**src/rtl/pio_bridge_pkg.sv**
```systemverilog
// Shared types and PIO word layout for the Nios PIO to accelerator command bridge.
package pio_bridge_pkg;

  localparam int PIO_W = 32;

  typedef enum logic [1:0] {
    ST_IDLE,
    ST_ISSUE,
    ST_WAIT_RSP,
    ST_DONE
  } bridge_state_e;

  // Status word (pio_in1) bit positions
  localparam int STAT_ACK    = 0;
  localparam int STAT_BUSY   = 1;
  localparam int STAT_ERR    = 2;
  localparam int STAT_TMO    = 3;
  localparam int LAST_OP_LSB = 8;
  localparam int COUNT_LSB   = 16;

  // Command word field positions
  localparam int OP_LSB   = 0;
  localparam int ADDR_LSB = 8;
  localparam int REQ_BIT  = 0;
  localparam int CLR_BIT  = 31;

endpackage

```
**src/rtl/pio_bridge_timer.sv**
```systemverilog
// Saturating per-command cycle counter with timeout limit selection and compare.
module pio_bridge_timer
  import pio_bridge_pkg::*;
#(
  parameter int unsigned TIMEOUT_CYCLES = 65535
) (
  input  logic             clk,
  input  logic             rst_n,
  input  logic             clr,
  input  logic             start,
  input  logic             run,
  input  logic [15:0]      limit,
  output logic [PIO_W-1:0] elapsed,
  output logic             expired
);

  localparam logic [PIO_W-1:0] DEF_LIMIT = TIMEOUT_CYCLES;

  logic [PIO_W-1:0] limit_sel;

  assign limit_sel = (limit != '0) ? {16'h0000, limit} : DEF_LIMIT;
  // Greater-or-equal keeps a limit lowered mid-command from being skipped past
  assign expired   = (elapsed >= limit_sel);

  always_ff @(posedge clk or negedge rst_n) begin
    if (!rst_n) begin
      elapsed <= '0;
    end else if (clr) begin
      elapsed <= '0;
    end else if (start) begin
      elapsed <= 32'd1;
    end else if (run && (elapsed != '1)) begin
      elapsed <= elapsed + 32'd1;
    end
  end

endmodule

```
**src/rtl/pio_cmd_bridge.sv**
```systemverilog
// Toggle-handshake bridge: turns PIO output words into one-outstanding accelerator
// requests and reports result, status and latency back on the PIO input words.
module pio_cmd_bridge
  import pio_bridge_pkg::*;
#(
  parameter int unsigned ADDR_W         = 8,
  parameter int unsigned TIMEOUT_CYCLES = 65535,
  parameter logic [31:0] VERSION        = 32'h0001_0000
) (
  input  logic              clk_clk,
  input  logic              reset_reset_n,
  input  logic [PIO_W-1:0]  pio_out0,
  input  logic [PIO_W-1:0]  pio_out1,
  input  logic [PIO_W-1:0]  pio_out2,
  input  logic [PIO_W-1:0]  pio_out3,
  output logic [PIO_W-1:0]  pio_in0,
  output logic [PIO_W-1:0]  pio_in1,
  output logic [PIO_W-1:0]  pio_in2,
  output logic [PIO_W-1:0]  pio_in3,
  output logic              acc_req_valid,
  input  logic              acc_req_ready,
  output logic [7:0]        acc_req_op,
  output logic [ADDR_W-1:0] acc_req_addr,
  output logic [PIO_W-1:0]  acc_req_data,
  input  logic              acc_rsp_valid,
  input  logic [PIO_W-1:0]  acc_rsp_data,
  input  logic              acc_rsp_err
);

  bridge_state_e    state;
  logic             ack, busy, err, tmo;
  logic [15:0]      count;
  logic [7:0]       last_op;
  logic [PIO_W-1:0] result, last_elapsed;
  logic [PIO_W-1:0] rsp_data_q;
  logic             rsp_err_q, tmo_q;

  logic             soft_clr, req_pending, rsp_done, tmo_evt;
  logic             tmr_start, tmr_run, expired;
  logic [PIO_W-1:0] elapsed;
  logic             unused_bits;

  assign soft_clr    = pio_out2[CLR_BIT];
  assign req_pending = (pio_out2[REQ_BIT] != ack);
  assign unused_bits = ^{pio_out0[PIO_W-1:ADDR_LSB+ADDR_W], pio_out2[CLR_BIT-1:REQ_BIT+1],
                         pio_out3[PIO_W-1:16]};

  // A response arriving in the limit cycle completes normally instead of timing out
  always_comb begin
    rsp_done = 1'b0;
    tmo_evt  = 1'b0;
    unique case (state)
      ST_ISSUE: begin
        rsp_done = acc_req_ready && acc_rsp_valid;
        tmo_evt  = !rsp_done && expired;
      end
      ST_WAIT_RSP: begin
        rsp_done = acc_rsp_valid;
        tmo_evt  = !rsp_done && expired;
      end
      default: ;
    endcase
  end

  assign tmr_start = (state == ST_IDLE) && req_pending && !soft_clr;
  assign tmr_run   = ((state == ST_ISSUE) || (state == ST_WAIT_RSP)) &&
                     !rsp_done && !tmo_evt && !soft_clr;

  pio_bridge_timer #(
    .TIMEOUT_CYCLES(TIMEOUT_CYCLES)
  ) u_timer (
    .clk     (clk_clk),
    .rst_n   (reset_reset_n),
    .clr     (soft_clr),
    .start   (tmr_start),
    .run     (tmr_run),
    .limit   (pio_out3[15:0]),
    .elapsed (elapsed),
    .expired (expired)
  );

  // Completion data is staged so result, status and latency all appear at the DONE edge
  always_ff @(posedge clk_clk or negedge reset_reset_n) begin
    if (!reset_reset_n) begin
      state         <= ST_IDLE;
      ack           <= 1'b0;
      busy          <= 1'b0;
      err           <= 1'b0;
      tmo           <= 1'b0;
      count         <= '0;
      last_op       <= '0;
      result        <= '0;
      last_elapsed  <= '0;
      rsp_data_q    <= '0;
      rsp_err_q     <= 1'b0;
      tmo_q         <= 1'b0;
      acc_req_valid <= 1'b0;
      acc_req_op    <= '0;
      acc_req_addr  <= '0;
      acc_req_data  <= '0;
    end else if (soft_clr) begin
      state         <= ST_IDLE;
      ack           <= pio_out2[REQ_BIT];
      busy          <= 1'b0;
      err           <= 1'b0;
      tmo           <= 1'b0;
      count         <= '0;
      result        <= '0;
      last_elapsed  <= '0;
      rsp_data_q    <= '0;
      rsp_err_q     <= 1'b0;
      tmo_q         <= 1'b0;
      acc_req_valid <= 1'b0;
    end else begin
      unique case (state)
        ST_IDLE: begin
          if (req_pending) begin
            acc_req_op    <= pio_out0[OP_LSB +: 8];
            acc_req_addr  <= pio_out0[ADDR_LSB +: ADDR_W];
            acc_req_data  <= pio_out1;
            acc_req_valid <= 1'b1;
            busy          <= 1'b1;
            state         <= ST_ISSUE;
          end
        end
        ST_ISSUE, ST_WAIT_RSP: begin
          if (rsp_done || tmo_evt) begin
            acc_req_valid <= 1'b0;
            rsp_data_q    <= rsp_done ? acc_rsp_data : '0;
            rsp_err_q     <= rsp_done && acc_rsp_err;
            tmo_q         <= tmo_evt;
            state         <= ST_DONE;
          end else if ((state == ST_ISSUE) && acc_req_ready) begin
            acc_req_valid <= 1'b0;
            state         <= ST_WAIT_RSP;
          end
        end
        ST_DONE: begin
          ack          <= ~ack;
          busy         <= 1'b0;
          count        <= count + 16'd1;
          last_op      <= acc_req_op;
          last_elapsed <= elapsed;
          result       <= rsp_data_q;
          err          <= rsp_err_q;
          tmo          <= tmo_q;
          state        <= ST_IDLE;
        end
        default: state <= ST_IDLE;
      endcase
    end
  end

  always_comb begin
    pio_in1                      = '0;
    pio_in1[STAT_ACK]            = ack;
    pio_in1[STAT_BUSY]           = busy;
    pio_in1[STAT_ERR]            = err;
    pio_in1[STAT_TMO]            = tmo;
    pio_in1[LAST_OP_LSB +: 8]    = last_op;
    pio_in1[COUNT_LSB +: 16]     = count;
  end

  assign pio_in0 = result;
  assign pio_in2 = last_elapsed;
  assign pio_in3 = VERSION;

endmodule

```
**config.mk**
```make
export PLATFORM = sky130hd
export DESIGN_NAME = pio_cmd_bridge
export DESIGN_NICKNAME = d
export VERILOG_FILES = /design/src/rtl/pio_bridge_pkg.sv /design/src/rtl/pio_bridge_timer.sv /design/src/rtl/pio_cmd_bridge.sv
export SDC_FILE = /design/constraint.sdc
export NUM_CORES = 1
export LEC_CHECK = 0
export BUFFER_PORTS_ARGS = -buffer_cell sky130_fd_sc_hd__clkbuf_2
export CORE_AREA = 2 2 146 184
export DETAILED_ROUTE_END_ITERATION = 10
export DIE_AREA = 0 0 148 186
export PLACE_DENSITY_LB_ADDON = 0.25
export SYNTH_ARGS = -nofsm -noshare
export SYNTH_HDL_FRONTEND = slang
export SYNTH_HIERARCHICAL = 1
export SYNTH_SLANG_ARGS = --single-unit
export TNS_END_PERCENT = 100
```
**constraint.sdc**
```tcl
create_clock -name clk_clk -period 7.2 [get_ports clk_clk]
set_clock_uncertainty 0.15 [all_clocks]
set_input_delay 0.36 -clock clk_clk [delete_from_list [all_inputs] [get_ports clk_clk]]
set_output_delay 0.36 -clock clk_clk [all_outputs]
set_load 0.005 [all_outputs]
```
* Yosys cells after proc, flatten, opt, wreduce, memory -nomap -nowiden *
Index checks and enable logic that the tools add are counted.

storage, ports and cells
  register bits after elaboration = 209
  bits in latches = 0
  bits in writable memories = 0
  ROM bits = 0
  bits of input ports = 165
  output and inout bits = 177
  logic and storage cells = 102
  memories = 0

operators by class
  add/sub/neg operators = 2
  $mul = 0
  divide/modulo/power cells = 0
  magnitude comparators = 1
  equal/unequal tests = 7
  shift-type cells = 0
  multiplexer cells = 40
  bitwise gates (word level) = 2
  reduce and logical (&&, ||, !) cells = 33

operators by type and width
  cell                     number
  $mux W32                 11
  $mux W16                 3
  $add A32 B1 Y32 const B  1
  $ge A32 B32 Y1           1
  $ne A32 B32 Y1 const B   1
  $mux W1                  17
  $add A16 B1 Y16 const B  1
  $reduce_bool A16 Y1      1
  $logic_and A1 B1 Y1      11
  $reduce_bool A3 Y1       3
  $mux W2                  4
  $pmux W1 S2              4
  $reduce_and A2 Y1        4
  $pmux W2 S3              1
  $reduce_and A3 Y1        2
  $reduce_bool A2 Y1       3
  $logic_not A1 Y1         5
  $eq A2 B2 Y1 const B     2
  $ne A4 B4 Y1 const B     1
  $ne A3 B3 Y1 const B     1
  $eq A2 B1 Y1 const B     1
  $logic_not A2 Y1         1
  $logic_or A1 B1 Y1       2
  $not A1 Y1               2
  other kinds (2)          2

* Logic depth before layout (Yosys ltp) *
Gate-level depths: netlist of run 1.

  word-level depth = 12
  depth in mapped cells = 20
  depth with buffers taken out = 18

* By module *
Netlist of run 1, hierarchy kept.

modules (own cells, without submodules)
  module            instances  cells each  area an instance (um^2)  sequential area each (um^2)
  pio_cmd_bridge    1          581         7,425.9                  4,429.2
  pio_bridge_timer  1          264         2,273.4                  800.8

* Worst setup path after synthesis of run 1 *
Ideal clock, no wire load.

  path kind = in2reg
  start = input pio_out3[3]
  end = register u_timer.elapsed[22]
  setup time = 0.132 ns
  arrival = 4.127 ns
  required time = 6.918 ns
  setup slack = 2.792 ns
  cell stages on the path = 20
  path buffers = 2
  cell sequence = nor4_1 and4_1 clkbuf_1 or2_2 ha_1 nand2b_1 a21o_1 a211o_1 a211oi_1 o31ai_1 a21o_1 a21oi_1 nor2_1 nor2_1 inv_1 or3_1 clkbuf_1 a2111oi_0 xnor2_1 nor2_1

between the ends
  cells in the longest elaborated chain, start to end = 10
  elaborated cells between the ends (all ways) = 11
  those cells by class = 1 x order compare; 2 x mux; 8 x reduce/logical

ends and longest elaborated chain
  what                                           RTL line                                    RTL
  start: declaration                             pio_cmd_bridge.sv:15                        input logic [PIO_W-1:0] pio_out3,
  $reduce_bool A16 Y1                            pio_bridge_timer.sv:21                      assign limit_sel = (limit != '0) ? {16'h0000, limit} : DEF_LIMIT;
  $mux W16 *                                     pio_bridge_timer.sv:21
  $ge A32 B32 Y1 *                               pio_bridge_timer.sv:23                      assign expired = (elapsed >= limit_sel);
  named net expired                              pio_cmd_bridge.sv:39                        logic tmr_start, tmr_run, expired;
  $logic_and A1 B1 Y1, on equally long branches  pio_cmd_bridge.sv:59, pio_cmd_bridge.sv:55
  $pmux W1 S2 *                                  pio_cmd_bridge.sv:52                        unique case (state)
  $logic_not A1 Y1 *                             pio_cmd_bridge.sv:67                        !rsp_done && !tmo_evt && !soft_clr;
  $logic_and A1 B1 Y1 * (2 in series)            pio_cmd_bridge.sv:67
  named net tmr_run                              pio_cmd_bridge.sv:39
  $logic_and A1 B1 Y1 *                          pio_bridge_timer.sv:32                      end else if (run && (elapsed != '1)) begin
  $reduce_bool A3 Y1 (no line) *                 --
  end signal: assignment                         pio_bridge_timer.sv:33                      elapsed <= elapsed + 32'd1;
  end: declaration                               pio_bridge_timer.sv:13                      output logic [PIO_W-1:0] elapsed,

Mark *: on every way through the listed nets, which the timed path passes. The rest lies on a longest branch.
A chain may end at the register's enable or synchronous reset.

* Final worst setup path of run 1 *
  start = input pio_out3[11]
  end = register u_timer.elapsed[22]

The elaborated chain is that of the path after synthesis.

==> flow_metrics.env, run 1 <==
export IMPL_crit_type="in2reg"
export IMPL_drtIter0Drc=361
export IMPL_grt_overflow_total=0
export IMPL_slew_headroom_pct=44.9
export IMPL_ys_seq_area_share_pct=53.9
export IMPL_fp_coreArea_um2=25800
export IMPL_vias=7512
export IMPL_required_ns=7.42
export IMPL_cts_inserted_buffers=23
export IMPL_cts_htree_levels=1
export IMPL_totalWireLength_um=24900
export IMPL_start_util_pct=37.6
export IMPL_hpwl_um=16100
export IMPL_critPathLaunchType="primary input"
export IMPL_io_pins=342
export IMPL_r2r_start="u_timer/elapsed[0]"
export IMPL_post_route_util_pct=48.8
export IMPL_rrSetupSlack_ns=2.61
export IMPL_ir_drop_uv=212
export IMPL_startpoint="pio_out3[11]"
export IMPL_ys_top_cells_by_area="dfrtp_1 (54%), mux2i_1 (7.4%), mux2_2 (6.6%)"
export IMPL_netlist_area_um2=9700
export IMPL_drv_cap=0
export IMPL_finalSetupTns_ns=0
export IMPL_async_reset_ff_share_pct=100
export IMPL_timing_final_crit_share_pct=69.6
export IMPL_vias_per_cell=4.98
export IMPL_wl_per_cell_um=16.5
export IMPL_synth_distinct_cells=60
export IMPL_grt_total_usage_pct=17.5
export IMPL_clockBufferDepth=3
export IMPL_firstDrtPassIters=4
export IMPL_cts_root_buf="clkbuf_16"
export IMPL_rsz0062_at_grt="false"
export IMPL_drv_slew=0
export IMPL_cts_resized=0
export IMPL_yosys_warnings=6
export IMPL_hold_path_endpoint="state[1]"
export IMPL_area_growth_pct=29.7
export IMPL_hold_worst_slack_ns=0.0716
export IMPL_synth_edf_count=0
export IMPL_numPortBuffers=243
export IMPL_p_total_uw=3300
export IMPL_antenna_found_initial=0
export IMPL_crit_arrival_ns=5.23
export IMPL_final_nets=1344
export IMPL_syn_avg_cell_area_um2=11.5
export IMPL_p_leak_uw=0.00600
export IMPL_num_rows=66
export IMPL_status="finished, final reports clean"
export IMPL_fp_dieH_um=186
export IMPL_hold_viol_final=0
export IMPL_ys_ff_latch=209
export IMPL_multi_input_area_um2=4080
export IMPL_synth_cells=845
export IMPL_hold_buffers=83
export IMPL_grt_pass1_wl_um=39200
export IMPL_regArea_um2=5230
export IMPL_grt_pass1_vias=7507
export IMPL_max_freq_mhz=200
export IMPL_clkLatencyLatePin_ns=0.51
export IMPL_clock_sinks=209
export IMPL_drive_gt1_share_pct=30.8
export IMPL_hold_path_class="in2reg"
export IMPL_crit_path_end_kind="flop"
export IMPL_r2r_cells=16
export IMPL_postRouteAntennaNets=0
export IMPL_hp_start="pio_out2[31]"
export IMPL_netlist_area_leader_share_pct=53.9
export IMPL_path_max_fanout=16
export IMPL_ys_flop_type="dfrtp_1"
export IMPL_min_path_cells=4
export IMPL_fillers=2351
export IMPL_num_antenna_cells=0
export IMPL_synth_top_area_cell="dfrtp_1"
export IMPL_cts_tree="built"
export IMPL_fin_crit_ns=5.01
export IMPL_drc=0
export IMPL_worstMarginPinSlew_ns=0.819
export IMPL_timing_rr_end="u_timer/elapsed[22]"
export IMPL_power_density_nw_per_um2=263
export IMPL_dieArea_um2=27500
export IMPL_setup_viol=0
export IMPL_place_gp_congestion=0.817
export IMPL_grt_max_degree=96
export IMPL_post_cts_buffers=0
export IMPL_die_x_um=148
export IMPL_clk_pin_slew_worst_paths_ns=0.06
-- flip-flops by register name (all words and copies together) (netlist names), 2 cells and up --
register,flops
pio_in2,32
u_timer/elapsed,32
last_op,8
acc_req_op,8
pio_in0,32
state,2
acc_req_addr,8
acc_req_data,32
count,16
rsp_data_q,32
-- how the worst max path moves through the flow --
stage / depth (start not counted) / endpoint / slack (ns)
floorplan: 20 / u_timer/elapsed[22] / 2.79
global placement: 19 / u_timer/elapsed[22] / 1.75
detailed placement: 19 / u_timer/elapsed[22] / 1.70
CTS: 19 / u_timer/elapsed[15] / 2.21
global route: 19 / u_timer/elapsed[15] / 1.72
finish: 19 / u_timer/elapsed[22] / 2.19
-- placed cells by master, fill, tap and decap left out, types with 13 or more instances in the layout --
| cell type | instances |
|---|---|
| nand3_1 | 13 |
| clkbuf_2 | 241 |
| a21oi_1 | 24 |
| mux2_2 | 57 |
| nor4_1 | 15 |
| nand2_1 | 26 |
| dlygate4sd3_1 | 83 |
| dfrtp_1 | 209 |
| nor2_1 | 124 |
| mux2i_1 | 72 |
| clkbuf_16 | 23 |
| conb_1 | 36 |
| o21ai_0 | 16 |
| a22o_1 | 33 |
| xnor2_1 | 19 |
| ha_1 | 22 |
| nand4_1 | 18 |
-- per-layer routing --
layer	track usage (%)	wire, µm
met1	21.6	10100
met2	30.5	12700
met5	0	0
met4	6.10	657
met3	3.50	1390
-- synth_stat cells (6+ instances only) --
master,n
a21oi_1,24
a22o_1,33
a31oi_1,8
and3_1,9
and4_1,6
buf_2,18
buf_4,41
clkbuf_1,18
dfrtp_1,209
ha_1,23
inv_1,11
mux2_2,57
mux2i_1,72
nand2_1,26
nand3_1,13
nand4_1,18
nor2_1,125
nor3_1,7
nor4_1,15
o21ai_0,16
or3_1,12
xnor2_1,19
xor2_1,6
-- final cells by class --
| type | instances | area share [%] |
|---|---|---|
| tap | 340 | 3.38 |
| clock buffer | 30 | 5.02 |
| inverter | 11 | 0.328 |
| clock inverter | 6 | 0.457 |
| timing repair buffer | 334 | 16.8 |
| sequential | 209 | 41.6 |
| multi-input combinational | 577 | 32.4 |
-- worst max-delay path, stage by stage --
cell       delay, ns
clkbuf_2        0.09
nor4_1          0.32
and4_1          0.59
or2_2           0.22
ha_1            0.21
nand2b_1        0.14
a21o_1          0.18
a211o_1         0.29
a211oi_1        0.27
o31ai_1         0.25
a21o_1          0.21
a21oi_1         0.14
nor2_1          0.06
nor2_1          0.40
inv_1           0.15
or3_1           0.55
a2111oi_0       0.58
xnor2_1         0.18
nor2_1          0.05
-- through the flow --
stage          cell area, µm²  cells  setup WS (ns)
2_1_floorplan            9830    879           2.79
4_1_cts                 12600   1507           2.21
3_3_place_gp            11100   1388           1.75
3_5_place_dp            11100   1388           1.70
6_report                12600   1507           2.19
5_1_grt                 12600   1507           1.72
-- power by group --
group | total, µW | leakage (µW) | switching [µW] | internal [µW]
clock | 1110 | 0.000340 | 466 | 646
sequential | 1470 | 0.00280 | 111 | 1360
combinational | 718 | 0.00286 | 339 | 378
total | 3300 | 0.00600 | 916 | 2390
-- logic make-up after synthesis --
group / after synthesis / share of synthesized area [%]
AOI/OAI and AO/OA: 111 / 8.19
xor gates and xnor gates: 25 / 2.26
adders and majority gates: 23 / 2.97
buffers and inverters: 93 / 5.57
DFF: 209 / 53.9
muxes: 129 / 14.0
other: 2 / 0.0774
and+or+nand+nor: 253 / 13.0
(Power assumes the default switching activity.)
==> run 2: changes to the inputs <==
clock period = 4.3 ns   (was 7.2 ns; I/O delays follow)
==> run 2 against run 1 <==
  * Global-route usage up 0.32 points
  * Sequential share of layout area down 1.3 points
  * Critical endpoint is now u_timer/elapsed[24]
  * Die area unchanged
  * Largest power group unchanged
  * Setup slack worse by 1.7 ns
  * Clock power up 87%
  * Register-to-register slack worse by 2.1 ns
  * Sequential power up 67%
  * Core utilization up 1.6 points
  * Sequential cell count unchanged
  * Wire length up 0.84%
==> flow_metrics.env, run 2 (same netlist as run 1, synthesis figures left out) <==
export IMPL_status="finished, final reports clean"
export IMPL_hpwl_um=16600
export IMPL_dp_cells=1423
export IMPL_grt_max_degree=97
export IMPL_crit_family="simple AND/OR/NAND/NOR gates"
export IMPL_worstMarginPinSlew_ns=0.834
export IMPL_cts_tree="built"
export IMPL_start_util_pct=37.6
export IMPL_r2r_cells=17
export IMPL_slowest_delay_ns=0.47
export IMPL_required_ns=4.52
export IMPL_path_cells="clkbuf_2 -> nor4_1 -> and4_1 -> or2_2 -> ha_1 -> nand2b_1 -> a21o_1 -> a211o_1 -> a211oi_1 -> o31ai_1 -> a21o_1 -> a21oi_1 -> nor2_1 -> nor2_1 -> inv_1 -> or3_1 -> a2111oi_0 -> buf_4 -> xnor2_1 -> nor2_1"
export IMPL_antenna_found_initial=0
export IMPL_critPathLaunchType="primary input"
export IMPL_cp_buffers_inverters=3
export IMPL_timing_rr_end="u_timer/elapsed[24]"
export IMPL_post_cts_buffers=0
export IMPL_drv_cap=0
export IMPL_clock_sinks=209
export IMPL_fp_coreArea_um2=25800
export IMPL_final_common_cell="clkbuf_2"
export IMPL_rsz0062_at_grt="false"
export IMPL_setup_viol=0
export IMPL_grt_util_met2_pct=31.0
export IMPL_fp_dieH_um=186
export IMPL_hold_viol_final=0
export IMPL_max_freq_mhz=261
export IMPL_die_x_um=148
export IMPL_grt_overflow_total=0
export IMPL_num_rows=66
export IMPL_r2r_start="u_timer/elapsed[0]"
export IMPL_vias=7571
export IMPL_fin_crit_ns=3.83
export IMPL_firstDrtPassIters=4
export IMPL_layout_common_cells="clkbuf_2 (241), dfrtp_1 (209), nor2_1 (124), dlygate4sd3_1 (86), mux2i_1 (72)"
export IMPL_numPortBuffers=243
export IMPL_critPathMostFrequentCell="nor2_1"
export IMPL_cts_resized=0
export IMPL_drc=0
export IMPL_ir_drop_uv=306
export IMPL_slew_headroom_pct=44.4
export IMPL_slowest_stage="or3_1"
export IMPL_io_pins=342
export IMPL_placed_area_um2=11300
export IMPL_cts_htree_levels=1
export IMPL_dp_slack_ns=-0.0520
export IMPL_num_antenna_cells=0
export IMPL_drive_gt1_share_pct=33.3
export IMPL_grt_pass1_vias=7686
export IMPL_power_density_nw_per_um2=445
export IMPL_area_growth_pct=34.0
export IMPL_p_leak_uw=0.00623
export IMPL_dieArea_um2=27500
export IMPL_cts_root_buf="clkbuf_16"
export IMPL_clkLatencyLatePin_ns=0.51
export IMPL_fin_ws_ns=0.473
export IMPL_clockBufferDepth=3
export IMPL_fin_area_um2=13000
export IMPL_path_max_fanout=5
export IMPL_drv_slew=0
export IMPL_place_gp_congestion=0.812
export IMPL_vias_per_cell=4.88
export IMPL_timing_final_crit_share_pct=89.0
export IMPL_fin_cells=1551
export IMPL_grt_total_usage_pct=17.8
export IMPL_crit_type="in2reg"
export IMPL_clk_pin_slew_worst_paths_ns=0.06
export IMPL_totalWireLength_um=25100
export IMPL_grt_busiest_layer="met2"
export IMPL_grt_use_met3_pct=3.68
export IMPL_grt_pass1_wl_um=40100
export IMPL_cts_inserted_buffers=23
export IMPL_drtIter0Drc=323
export IMPL_hold_path_class="in2async"
export IMPL_rrSetupSlack_ns=0.50
export IMPL_crit_arrival_ns=4.05
export IMPL_postRouteAntennaNets=0
export IMPL_hold_buffers=86
export IMPL_use_met1_pct=22.2
export IMPL_final_nets=1382
export IMPL_crit_path_end_kind="flop"
export IMPL_wl_per_cell_um=16.2
## run 2: cell types whose count changed in the layout (fill, tap and decap cells not counted), sizes merged
cell and change:
buf +35, clkinvlp +3, dlygate4sd3 +3, bufinv +2, clkbuf -1, clkinv +1
inv +1
## run 2: layout make-up
class / instances / area [µm²]
clock buffer: 29 / 638
fill: 2345 / 12800
inverter: 11 / 41.3
multi-input combinational: 577 / 4080
timing repair buffer: 372 / 2420
sequential: 209 / 5230
clock inverter: 13 / 158
tap: 340 / 425
## run 2: where the power goes
part	internal, µW	switching [µW]	leakage (µW)
registers	2280	174	0.00280
clock network	1240	846	0.000382
logic	660	584	0.00305
total	4180	1600	0.00623
## run 2: per-layer routing
metal	vias to the layer above	wire length [µm]
met5	-	0
met4	0	638
met3	47	1420
met2	205	12700
met1	3683	10300
li1	3636	-
## run 2: stage by stage
step / TNS (ns) / power [µW] / hold WS (ns) / utilization, %
3_5_place_dp: -0.126 / 3690 / 0.163 / 44.0
5_1_grt: 0 / 6080 / 0.224 / 50.4
6_report: 0 / 5780 / 0.146 / 50.4
4_1_cts: 0 / 5860 / 0.176 / 50.4
2_1_floorplan: 0 / 3140 / -0.231 / -
3_3_place_gp: 0 / 3650 / 0.163 / 44.0
## run 2: how the worst max path moves through the flow
| stage | to | slack, ns | depth (start not counted) | startpoint |
|---|---|---|---|---|
| global route | u_timer/elapsed[29] | 0.14 | 19 | pio_out3[3] |
| floorplan | u_timer/elapsed[22] | 0.04 | 20 | pio_out3[3] |
| finish | u_timer/elapsed[24] | 0.47 | 20 | pio_out3[3] |
| detailed placement | u_timer/elapsed[24] | -0.05 | 20 | pio_out3[3] |
| CTS | u_timer/elapsed[24] | 0.47 | 20 | pio_out3[11] |
| global placement | u_timer/elapsed[24] | 0.008 | 20 | pio_out3[11] |
